### src/rtl/uvmt_cv32e40x_rvfi_csr_shadow.sv
// Shadow model of one CSR, built from the RVFI retirement channel.
// A retired read whose known bits differ from the shadow is flagged.
//
// state      | meaning
// -----------+--------------------------------------------------------
// ST_UNKNOWN | no shadow bit trusted yet, so no read can be checked
// ST_TRACK   | some bits known; reads are compared against the shadow
// ST_FAIL    | a mismatch has been seen; stays here until reset
module uvmt_cv32e40x_rvfi_csr_shadow #(
    parameter int unsigned          XLEN             = 32,
    parameter logic [XLEN-1:0]      RESET_VALUE      = '0,
    parameter logic [XLEN-1:0]      RESET_KNOWN_MASK = '0,
    parameter int unsigned          CNT_W            = 8
) (
    input  logic              clk_i,
    input  logic              rst_ni,
    input  logic              rvfi_valid_i,
    input  logic [XLEN-1:0]   rvfi_csr_rmask_i,
    input  logic [XLEN-1:0]   rvfi_csr_wmask_i,
    input  logic [XLEN-1:0]   rvfi_csr_rdata_i,
    input  logic [XLEN-1:0]   rvfi_csr_wdata_i,
    output logic [XLEN-1:0]   shadow_o,
    output logic [XLEN-1:0]   known_mask_o,
    output logic [1:0]        state_o,
    output logic              check_fail_o,
    output logic              fail_sticky_o,
    output logic [CNT_W-1:0]  fail_cnt_o,
    output logic [CNT_W-1:0]  write_cnt_o
);

    typedef enum logic [1:0] {
        ST_UNKNOWN = 2'b00,
        ST_TRACK   = 2'b01,
        ST_FAIL    = 2'b10
    } state_t;

    localparam state_t RESET_STATE = (RESET_KNOWN_MASK != '0) ? ST_TRACK : ST_UNKNOWN;

    state_t            state_q;
    logic [XLEN-1:0]   shadow_q;
    logic [XLEN-1:0]   known_q;
    logic              check_fail_q;
    logic              fail_sticky_q;
    logic [CNT_W-1:0]  fail_cnt_q;
    logic [CNT_W-1:0]  write_cnt_q;

    logic [XLEN-1:0]   cmp;
    logic [XLEN-1:0]   learn;
    logic [XLEN-1:0]   shadow_nxt;
    logic [XLEN-1:0]   known_nxt;
    logic              mismatch;
    logic              wr_any;

    // Compare against the pre-write shadow; unknown read bits are learned
    // instead of checked, and a same-cycle write to a bit takes priority.
    always_comb begin
        cmp        = rvfi_csr_rmask_i & known_q;
        mismatch   = |((rvfi_csr_rdata_i ^ shadow_q) & cmp);
        learn      = rvfi_csr_rmask_i & ~known_q & ~rvfi_csr_wmask_i;
        shadow_nxt = (shadow_q & ~rvfi_csr_wmask_i & ~learn)
                   | (rvfi_csr_wdata_i & rvfi_csr_wmask_i)
                   | (rvfi_csr_rdata_i & learn);
        known_nxt  = known_q | rvfi_csr_wmask_i | learn;
        wr_any     = |rvfi_csr_wmask_i;
    end

    always_ff @(posedge clk_i or negedge rst_ni) begin
        if (!rst_ni) begin
            state_q       <= RESET_STATE;
            shadow_q      <= RESET_VALUE & RESET_KNOWN_MASK;
            known_q       <= RESET_KNOWN_MASK;
            check_fail_q  <= 1'b0;
            fail_sticky_q <= 1'b0;
            fail_cnt_q    <= '0;
            write_cnt_q   <= '0;
        end else begin
            check_fail_q <= 1'b0;
            if (rvfi_valid_i) begin
                shadow_q     <= shadow_nxt;
                known_q      <= known_nxt;
                check_fail_q <= mismatch;
                if (mismatch) begin
                    fail_sticky_q <= 1'b1;
                    if (fail_cnt_q != '1) begin
                        fail_cnt_q <= fail_cnt_q + {{(CNT_W-1){1'b0}}, 1'b1};
                    end
                end
                if (wr_any && (write_cnt_q != '1)) begin
                    write_cnt_q <= write_cnt_q + {{(CNT_W-1){1'b0}}, 1'b1};
                end
                case (state_q)
                    ST_UNKNOWN: begin
                        if (mismatch) begin
                            state_q <= ST_FAIL;
                        end else if (known_nxt != '0) begin
                            state_q <= ST_TRACK;
                        end
                    end
                    ST_TRACK: begin
                        if (mismatch) begin
                            state_q <= ST_FAIL;
                        end
                    end
                    ST_FAIL: state_q <= ST_FAIL;
                    default: state_q <= ST_FAIL;
                endcase
            end
        end
    end

    assign shadow_o      = shadow_q;
    assign known_mask_o  = known_q;
    assign state_o       = state_q;
    assign check_fail_o  = check_fail_q;
    assign fail_sticky_o = fail_sticky_q;
    assign fail_cnt_o    = fail_cnt_q;
    assign write_cnt_o   = write_cnt_q;

endmodule

### config.mk
export PLATFORM = sky130hd
export DESIGN_NAME = uvmt_cv32e40x_rvfi_csr_shadow
export DESIGN_NICKNAME = d
export VERILOG_FILES = /design/src/rtl/uvmt_cv32e40x_rvfi_csr_shadow.sv
export SDC_FILE = /design/constraint.sdc
export NUM_CORES = 1
export LEC_CHECK = 0
export CAP_MARGIN = 10
export CORE_MARGIN = 2
export CORE_UTILIZATION = 45
export CTS_BUF_LIST = sky130_fd_sc_hd__clkbuf_16
export CTS_CLUSTER_DIAMETER = 120
export CTS_CLUSTER_SIZE = 40
export DETAILED_ROUTE_END_ITERATION = 10
export PLACE_DENSITY = 0.85
export SETUP_SLACK_MARGIN = 0.3
export SLEW_MARGIN = 30
export SYNTH_ARGS = -nofsm -noshare
export SYNTH_HDL_FRONTEND = slang
export SYNTH_SLANG_ARGS = --single-unit
### constraint.sdc
create_clock -name clk_i -period 5.6 [get_ports clk_i]
set_clock_uncertainty 0.15 [all_clocks]
set_input_delay 1.12 -clock clk_i [delete_from_list [all_inputs] [get_ports clk_i]]
set_output_delay 1.12 -clock clk_i [all_outputs]
set_load 0.1 [all_outputs]
==> Flow_metrics.wiki, run 1 <==
{| class="wikitable"
! Metric !! Value
|-
| Placed wire-length estimate || approximately 12000 um
|-
| Post-route fraction of the period consumed by the critical path || 58.3%
|-
| Via Count || slightly below 5k
|-
| Worst IR drop on VDD || roughly 0.45 mV
|-
| Die Y || approximately 100 um
|-
| Distinct cells, synth || 29
|-
| Setup tns final || 0 ns
|-
| Setup repair after global routing missed its margin || no
|-
| Share of layout cells above drive strength 1 || under 10%
|-
| Crit path arrival time || roughly 3.3 ns
|-
| Port bufs || between 200 and 250
|-
| Final-report setup violation count || 0
|-
| H-tree Lvls || 3
|-
| Vias in the first global route || between 4k and 5k
|-
| Crit path largest cell delay || roughly 0.52 ns
|-
| Number of clock sinks seen by CTS || 84
|-
| CTS tree || yes
|-
| Maximum number of pins on one net before global-route repair || between 80 and 90
|-
| # Post-CTS Setup Buffers || 0
|-
| Grt total ovfl || 0
|-
| Final total power || around 2.4 mW
|-
| Cell area after synthesis || roughly 0.0046 sq mm
|-
| Top Ports || 215
|-
| # rows || 36
|-
| Min-delay worst type || register to register
|-
| DR vias/cell || 5.81
|-
| Antenna diodes || 0
|-
| Kind of end point of the critical path || register
|-
| Final routed DRC violation total || 0
|-
| Worst EP required || 5.66 ns
|-
| Clock-pin slew on the worst setup and hold paths || ~0.07 ns
|-
| Total routing usage reported by global routing || between 20% and 30%
|-
| RD Place Congestion || 0.906
|-
| Floorplan die area || between 0.01 and 0.015 sq mm
|-
| Layout Nets || 839
|-
| Clock Tree Buf Depth || 2
|-
| Instance count of the mapped netlist || around 490
|-
| Maximum achievable frequency || 306 MHz
|-
| Final count of hold timing violations || 0
|-
| Pleak || 2.55 nW
|-
| Non-Filler Instances || 843
|-
| Number of nets in the synthesized netlist || between 600 and 700
|-
| Most frequent standard cell in the layout excluding fill and tap cells || clkdlybuf4s50_1
|-
| Most frequent cells in the layout || 212 x clkdlybuf4s50_1, 96 x o21ai_0, 84 x dfrtp_1
|-
| Series of cell instances along the critical path || clkdlybuf4s50_1 -> xnor2_1 -> o22ai_1 -> nor4_1 -> nand4_2 -> nand3_2 -> mux2_1
|-
| Worst slew pin tran || just over 1 ns
|-
| Tmin final || ~3.3 ns
|-
| Startpoint kind of the worst setup timing path || input pin
|-
| Final Slew Violations || 0
|-
| Die span in x || 105 um
|-
| Mean post-synth cell area || roughly 9.3 sq um
|-
| Post-Place Cells || ~830
|-
| Starting density of the core || 46.5%
|-
| Register bit count reported by yosys || 84
|-
| Number of buffers created by CTS || 9
|-
| Areal power density over the cells || approximately 340 mW/mm^2
|-
| Number of gates resized after cts || 0
|-
| Number of nets with antenna violations after detailed routing || 0
|-
| Result of the run || complete, no violations
|-
| Number of warnings issued by yosys || 0
|-
| # hold bufs at CTS || 0
|-
| Worst-path cell with the longest stage delay || nor4_1
|-
| DRC marker count from the first detailed-route iteration || 333
|-
| Later-pin clock latency in the skew report || 0.33 ns
|-
| Reported max-cap violation count || 0
|-
| Path type of the worst setup path || input pin to register
|-
| Global-route wire length before repair || between 20000 and 30000 um
|-
| Routed wire length per instance || ~19 um
|-
| Growth of design area from synthesis to finish || 55.4%
|-
| Root Buffer || clkbuf_16
|-
| Number of search-and-repair iterations in the first detailed-routing pass || 5
|-
| Core box area || approximately 0.0098 sq mm
|-
| Final-layout fill cell count || roughly 760
|-
| Largest fanout on the critical path || 9
|-
| Max transition margin || about a third
|-
| Number of antenna violations at the first check in global routing || 0
|-
| Sequential fraction of the synthesis area || 46.0%
|-
| Post-Route WL || about 16000 um
|}
## power by group
part,internal [mW],leakage [nW],switching [mW]
Combinational,0.321,1.51,0.783
Sequential,0.686,0.919,0.0931
Clock,0.294,0.128,0.237
Total,1.30,2.55,1.11
## final timing paths
| check | from | endpoint | slack, ns | depth (start not counted) |
|---|---|---|---|---|
| max | rvfi_csr_rdata_i[22] | fail_cnt_o[1] | 2.34 | 7 |
| min | fail_sticky_o | fail_sticky_o | 0.32 | 1 |
| max reg2reg | shadow_o[22] | fail_cnt_o[1] | 3.19 | 6 |
| min reg2reg | fail_sticky_o | fail_sticky_o | 0.32 | 1 |
| max in group asynchronous | rst_ni | known_mask_o[27] | 4.06 | 1 |
| min in group asynchronous | rst_ni | check_fail_o | 0.67 | 1 |
## metrics by stage
step | hold WS [ns] | setup slack (ns) | instance area, sq um | util, %
after global routing | 0.368 | 2.30 | 7100 | 72.3
after floorplan | 0.674 | 2.98 | 4570 | -
after detailed placement | 0.305 | 2.03 | 6840 | 69.7
after CTS | 0.324 | 2.36 | 7100 | 72.3
after global placement | 0.302 | 2.11 | 6840 | 69.6
final | 0.324 | 2.34 | 7100 | 72.3
## routing by layer
layer	up-vias	GRT usage, %	wire length [um]
li1	2248	-	-
met1	2384	38.9	6640
met2	245	47.5	7710
met3	22	7.11	1460
met4	0	10.2	359
met5	-	0	0
## registers in the layout, indices dropped and copies added, names as in the netlist
register / count
known_mask_o: 32
state_o: 2
fail_cnt_o: 8
shadow_o: 32
fail_sticky_o: 1
check_fail_o: 1
write_cnt_o: 8
## synthesized netlist by cell type
master	number	share of area, %
a22oi_1	32	5.3
a311oi_4	1	0.58
and3_1	2	0.27
and3_4	1	0.25
clkbuf_1	11	0.90
dfrtp_1	84	46
ha_1	2	0.55
inv_1	1	0.082
inv_2	1	0.082
mux2_1	3	0.74
nand2_1	69	5.7
nand2b_1	35	4.8
nand3_1	7	0.77
nand3_2	1	0.22
nand4_1	13	1.8
nand4_2	1	0.27
nand4bb_1	1	0.25
nor2_1	3	0.25
nor2b_1	1	0.14
nor3_1	4	0.44
nor3_2	1	0.22
nor3b_1	32	5.3
nor4_1	26	3.6
o21ai_0	96	11
o22a_1	1	0.19
o22ai_1	16	2.2
or4_1	1	0.16
xnor2_1	44	8.4
xor2_1	1	0.19
## final cells by class
class	count	area, sq um	share of cell area, %
Clock inverter	6	33.8	0.476
Sequential cell	84	2100	29.6
Multi-Input combinational cell	394	2420	34.1
Timing Repair Buffer	215	2150	30.2
Clock buffer	9	225	3.17
Inverter	2	7.51	0.106
Tap cell	133	166	2.34
## cell families after synthesis
family	synth area share, %
flops	46.0
fa+ha+maj	0.548
simple gates	24.3
buf+inv	1.07
xor+xnor	8.63
mux	0.739
compound gates	18.7
## worst max-delay path, delay by kind of cell
family / cells / cell delay [ns]
muxes: 1 / 0.33
and+or+nand+nor: 3 / 1.07
xor gates and xnor gates: 1 / 0.13
buffers and inverters: 1 / 0.51
AOI/OAI and AO/OA: 1 / 0.16
Power figures use the tool's default switching activity.
==> run 2, diff against run 1 <==
- CORE_UTILIZATION: 45 -> 38
- PLACE_DENSITY: 0.85 -> 0.76
- clock period: 5.6 -> 2.9 ns (I/O delays scaled with it)
==> Flow_metrics.wiki, run 2 (synthesis gave the netlist of run 1 again) <==
{| class="wikitable"
! Metric !! Value
|-
| Kind of end point of the critical path || register
|-
| Result of the run || complete, no violations
|-
| Most frequent standard cell in the layout excluding fill and tap cells || clkdlybuf4s50_1
|-
| Via Count || between 4k and 5k
|-
| Port bufs || about 210
|-
| Grt total ovfl || 0
|-
| Path type of the worst setup path || input pin to register
|-
| Total routing usage reported by global routing || about 26%
|-
| Final Slew Violations || 0
|-
| Endpoint of the lowest-slack register-to-register path || fail_cnt_o[6]
|-
| Reported max-cap violation count || 0
|-
| Final routed DRC violation total || 0
|-
| Global-route wire length before repair || between 20000 and 30000 um
|-
| Number of clock sinks seen by CTS || 84
|-
| Number of buffers created by CTS || 9
|-
| Maximum number of pins on one net before global-route repair || 46
|-
| Critical path origin || rvfi_csr_wmask_i[29]
|-
| Floorplan die area || between 0.01 and 0.015 sq mm
|-
| Layout Nets || roughly 860
|-
| Number of search-and-repair iterations in the first detailed-routing pass || 5
|-
| DR vias/cell || approximately 5.6
|-
| Die Y || 114 um
|-
| Maximum achievable frequency || roughly 390 MHz
|-
| Share of layout cells above drive strength 1 || between 10% and 20%
|-
| Die span in x || 114 um
|-
| Most frequent cells in the layout || 128 x clkdlybuf4s50_1, 101 x buf_4, 96 x o21ai_0
|-
| Final count of hold timing violations || 0
|-
| Worst IR drop on VDD || approximately 0.54 mV
|-
| Tmin final || 2.58 ns
|-
| Number of antenna violations at the first check in global routing || 0
|-
| Reg-to-reg critical path startpoint || shadow_o[24]
|-
| H-tree Lvls || 3
|-
| Routed wire length per instance || 19.3 um
|-
| Growth of design area from synthesis to finish || 56.3%
|-
| Pleak || 2.75 nW
|-
| Min-delay worst type || input pin to async pin
|-
| Startpoint kind of the worst setup timing path || input pin
|-
| Clock Tree Buf Depth || 2
|-
| Worst slew pin tran || between 0.5 and 0.6 ns
|-
| # rows || 40
|-
| # hold bufs at CTS || 0
|-
| Worst EP required || just under 3 ns
|-
| Crit path arrival time || around 2.7 ns
|-
| Minimum setup slack among reg-to-reg paths || between 0.6 and 0.7 ns
|-
| Vias in the first global route || 4814
|-
| Antenna diodes || 0
|-
| Crit path to || write_cnt_o[1]
|-
| Max transition margin || between 60% and 70%
|-
| Hold_ws || 0.0875 ns
|-
| Final-layout fill cell count || ~1k
|-
| Setup repair after global routing missed its margin || no
|-
| Root Buffer || clkbuf_16
|-
| Post-Route WL || between 15000 and 20000 um
|-
| Placed wire-length estimate || approximately 13000 um
|-
| Worst setup slack before clock tree synthesis || -0.0515 ns
|-
| RD Place Congestion || roughly 0.9
|-
| Post-route fraction of the period consumed by the critical path || between 80 and 90%
|-
| Clock-pin slew on the worst setup and hold paths || 0.06 ns
|-
| Length in cells of the worst reg-to-reg path || 6
|-
| CTS tree || yes
|-
| Largest fanout on the critical path || 8
|-
| Number of nets with antenna violations after detailed routing || 0
|-
| DRC marker count from the first detailed-route iteration || 394
|-
| Minimum setup slack in the final design || 0.317 ns
|-
| Top Ports || 215
|-
| Areal power density over the cells || slightly below 700 mW/mm^2
|-
| Core box area || 0.0119 sq mm
|-
| Later-pin clock latency in the skew report || roughly 0.33 ns
|-
| Starting density of the core || around 39%
|-
| Final-report setup violation count || 0
|}
[run 2: changes by cell type in the layout (fill, tap and decap cells not counted), sizes merged]
cell / before / now
buf: 3 / 104
clkinvlp: 2 / 0
clkinv: 3 / 4
bufinv: 0 / 2
clkdlybuf4s50: 212 / 128
[run 2: power breakdown]
part / internal [mW] / total, mW / switching (mW)
clock: 0.744 / 1.20 / 0.459
combinational: 0.592 / 2.11 / 1.52
sequential: 1.32 / 1.51 / 0.186
total: 2.66 / 4.82 / 2.16
[run 2: metrics by stage]
stage,util (%),power (mW),cell area [sq um],std cells,setup TNS (ns)
6_report,60.2,4.82,7140,875,0
5_1_grt,60.2,5.00,7140,875,0
4_1_cts,59.9,4.84,7110,875,0
3_5_place_dp,57.3,3.63,6800,859,-0.0876
3_3_place_gp,57.3,3.59,6800,859,0
2_1_floorplan,-,2.94,4570,491,0
[run 2: repair_timing]
item | in CTS | in global routing
buffers inserted | 0 | 0
pin swaps | 0 | 0
endpoints found under the setup margin | 1 | 2
gates resized for setup | 1 | 4
[run 2: final cells by class]
type / count / area (sq um) / share of cell area (%)
clock buffers: 9 / 225 / 3.15
flip-flops and latches: 84 / 2100 / 29.4
well taps: 147 / 184 / 2.58
inverters: 2 / 7.51 / 0.105
clock inverters: 7 / 82.6 / 1.16
multi-input cells: 394 / 2450 / 34.4
repair buffers: 232 / 2080 / 29.2
[run 2: how the worst min path moves through the flow]
stage,from,endpoint,slack [ns],cells past startpoint
3_5_place_dp,write_cnt_o[4],write_cnt_o[4],0.34,1
4_1_cts,rst_ni,fail_cnt_o[5],0.11,1
6_report,rst_ni,shadow_o[22],0.09,1
5_1_grt,rst_ni,shadow_o[22],0.14,1
2_1_floorplan,rst_ni,check_fail_o,0.13,0
3_3_place_gp,fail_sticky_o,fail_sticky_o,0.33,1
[run 2: worst max-delay path, cell delays in order]
cell and delay [ns]:
clkdlybuf4s50_1 0.51, nor4_1 0.54, nand4_1 0.23, nor3_2 0.21
buf_4 0.17, a311oi_4 0.07, mux2_1 0.34
[run 2: routing by layer]
layer | up-vias | GRT usage (%) | share of wire [%]
met3 | 26 | 4.73 | 7.3
li1 | 2280 | - | -
met1 | 2362 | 35.2 | 44
met2 | 230 | 42.0 | 47
met4 | 0 | 8.13 | 2.0
met5 | - | 0 | 0
==> run 3, diff against run 2 <==
- CAP_MARGIN: 10 -> not set
- SKIP_CTS_REPAIR_TIMING: not set -> 1
==> Flow_metrics.wiki, run 3 (synthesis gave the netlist of run 1 again) <==
{| class="wikitable"
! Metric !! Value
|-
| Antenna diodes || 0
|-
| Path type of the worst setup path || input pin to register
|-
| Vias in the first global route || between 4k and 5k
|-
| Post-Route WL || 16900 um
|-
| Top Ports || 215
|-
| Final Slew Violations || 0
|-
| Routed wire length per instance || 19.3 um
|-
| Final-report setup violation count || 0
|-
| Largest fanout on the critical path || 8
|-
| Most frequent standard cell in the layout excluding fill and tap cells || clkdlybuf4s50_1
|-
| Min-delay worst type || input pin to async pin
|-
| Grt total ovfl || 0
|-
| DR vias/cell || about 5.6
|-
| Reported max-cap violation count || 0
|-
| Areal power density over the cells || between 600 and 700 mW/mm^2
|-
| Maximum number of pins on one net before global-route repair || 46
|-
| Die Y || ~110 um
|-
| Sequential cell fraction of total power || 31.3%
|-
| Detailed-route wire length on metal 1 || 7300 um
|-
| Placed wire-length estimate || roughly 13000 um
|-
| Post-Place Cells || roughly 860
|-
| H-tree Lvls || 3
|-
| Starting density of the core || about 39%
|-
| Share of total power in the clock network || 25.0%
|-
| Via Count || roughly 4.9k
|-
| Startpoint kind of the worst setup timing path || input pin
|-
| Later-pin clock latency in the skew report || about 0.33 ns
|-
| Post-route fraction of the period consumed by the critical path || 88.9%
|-
| Count of buffer and inverter cells on the critical path || 2
|-
| Root Buffer || clkbuf_16
|-
| Reported net switching power || about 2.2 mW
|-
| Clock Tree Buf Depth || 2
|-
| Worst slew pin tran || ~0.58 ns
|-
| Crit path largest cell delay || roughly 0.54 ns
|-
| Final count of hold timing violations || 0
|-
| Clock-pin slew on the worst setup and hold paths || roughly 0.060 ns
|-
| Worst-path cell with the longest stage delay || nor4_1
|-
| Worst EP required || around 3.0 ns
|-
| Share of power burned in combinational logic || a little over two fifths
|-
| Worst IR drop on VDD || ~0.54 mV
|-
| DRC marker count from the first detailed-route iteration || ~380
|-
| Power Internal || approximately 2.7 mW
|-
| Number of search-and-repair iterations in the first detailed-routing pass || 5
|-
| Core box area || around 0.012 sq mm
|-
| Number of nets with antenna violations after detailed routing || 0
|-
| Final total power || about 4.8 mW
|-
| Kind of end point of the critical path || register
|-
| Total routing usage reported by global routing || between 20% and 30%
|-
| # rows || 40
|-
| Number of clock sinks seen by CTS || 84
|-
| RD Place Congestion || slightly below 0.9
|-
| Tmin final || roughly 2.6 ns
|-
| Layout Nets || 856
|-
| Number of antenna violations at the first check in global routing || 0
|-
| Hold_ws || between 0.08 and 0.09 ns
|-
| Most frequent cells in the layout || 128 x clkdlybuf4s50_1, 101 x buf_4, 96 x o21ai_0
|-
| Die span in x || about 110 um
|-
| Result of the run || complete, no violations
|-
| Series of cell instances along the critical path || clkdlybuf4s50_1 -> nor4_1 -> nand4_1 -> nor3_2 -> buf_4 -> a311oi_4 -> mux2_1
|-
| Port bufs || roughly 210
|-
| Setup repair after global routing missed its margin || no
|-
| Pleak || approximately 2.8 nW
|-
| Maximum achievable frequency || roughly 390 MHz
|-
| Length of routed met2 wiring || around 7900 um
|-
| CTS tree || yes
|-
| Share of layout cells above drive strength 1 || around 18%
|-
| Dominant delay contributor by cell family on the critical path || simple AND/OR/NAND/NOR gates
|-
| Crit path arrival time || between 2 and 3 ns
|-
| Net switching share of the total power || 44.9%
|-
| Highest metal layer with signal wires || met4
|-
| Floorplan die area || 0.0129 sq mm
|-
| Non-Filler Instances || 875
|-
| Final routed DRC violation total || 0
|-
| Max transition margin || around three fifths
|-
| Global-route wire length before repair || between 20000 and 30000 um
|-
| Growth of design area from synthesis to finish || 56.3%
|-
| Number of buffers created by CTS || 9
|-
| Met3 Routed Length || about 1300 um
|}
run 3: cell counts in the layout (fill, tap and decap cells not counted):
No cell type changed its count.
run 3: through the flow:
| stage | area [sq um] | setup TNS (ns) | utilization [%] | setup WS (ns) |
|---|---|---|---|---|
| global placement | 6800 | 0 | 57.3 | 0.00546 |
| finish | 7140 | 0 | 60.2 | 0.321 |
| global route | 7140 | 0 | 60.2 | 0.305 |
| CTS | 7100 | 0 | 59.9 | 0.293 |
| floorplan | 4570 | 0 | - | 0.391 |
| detailed placement | 6800 | -0.0876 | 57.3 | -0.0515 |
run 3: path summary, 6_finish.rpt:
kind	cells past startpoint	end	startpoint	slack, ns
max	7	write_cnt_o[1]	rvfi_csr_wmask_i[29]	0.32
min	1	shadow_o[22]	rst_ni	0.09
max reg2reg	6	fail_cnt_o[6]	shadow_o[24]	0.66
min reg2reg	1	write_cnt_o[4]	write_cnt_o[4]	0.34
max in group asynchronous	2	shadow_o[3]	rst_ni	1.86
min in group clk_i	1	write_cnt_o[4]	write_cnt_o[4]	0.34
run 3: worst register-to-register path, delay by kind of cell (launching register included):
kind             cells  cell delay (ns)
AND/OR/NAND/NOR      3             0.83
multiplexers         1             0.33
XOR/XNOR             1             0.28
flip-flops           1             0.41
AO/OA/AOI/OAI        1             0.11
run 3: cell type report:
class                           count  area, sq um
Fill cell                        1021         4720
Timing Repair Buffer              232         2080
Sequential cell                    84         2100
Inverter                            2         7.51
Clock buffer                        9          225
Multi-Input combinational cell    394         2450
Tap cell                          147          184
Clock inverter                      7         82.6
run 3: metal layers:
layer / GRT usage, % / up-vias
met5: 0 / -
li1: - / 2283
met3: 5.05 / 30
met4: 8.13 / 0
met2: 41.7 / 228
met1: 34.9 / 2368
run 3: power groups by stage:
stage	Combinational, mW	Sequential [mW]	Clock (mW)
2_1_floorplan	0.357	2.59	0
3_3_place_gp	2.08	1.52	0
3_5_place_dp	2.10	1.53	0
4_1_cts	2.11	1.51	1.22
5_1_grt	2.20	1.54	1.27
6_report	2.11	1.51	1.21
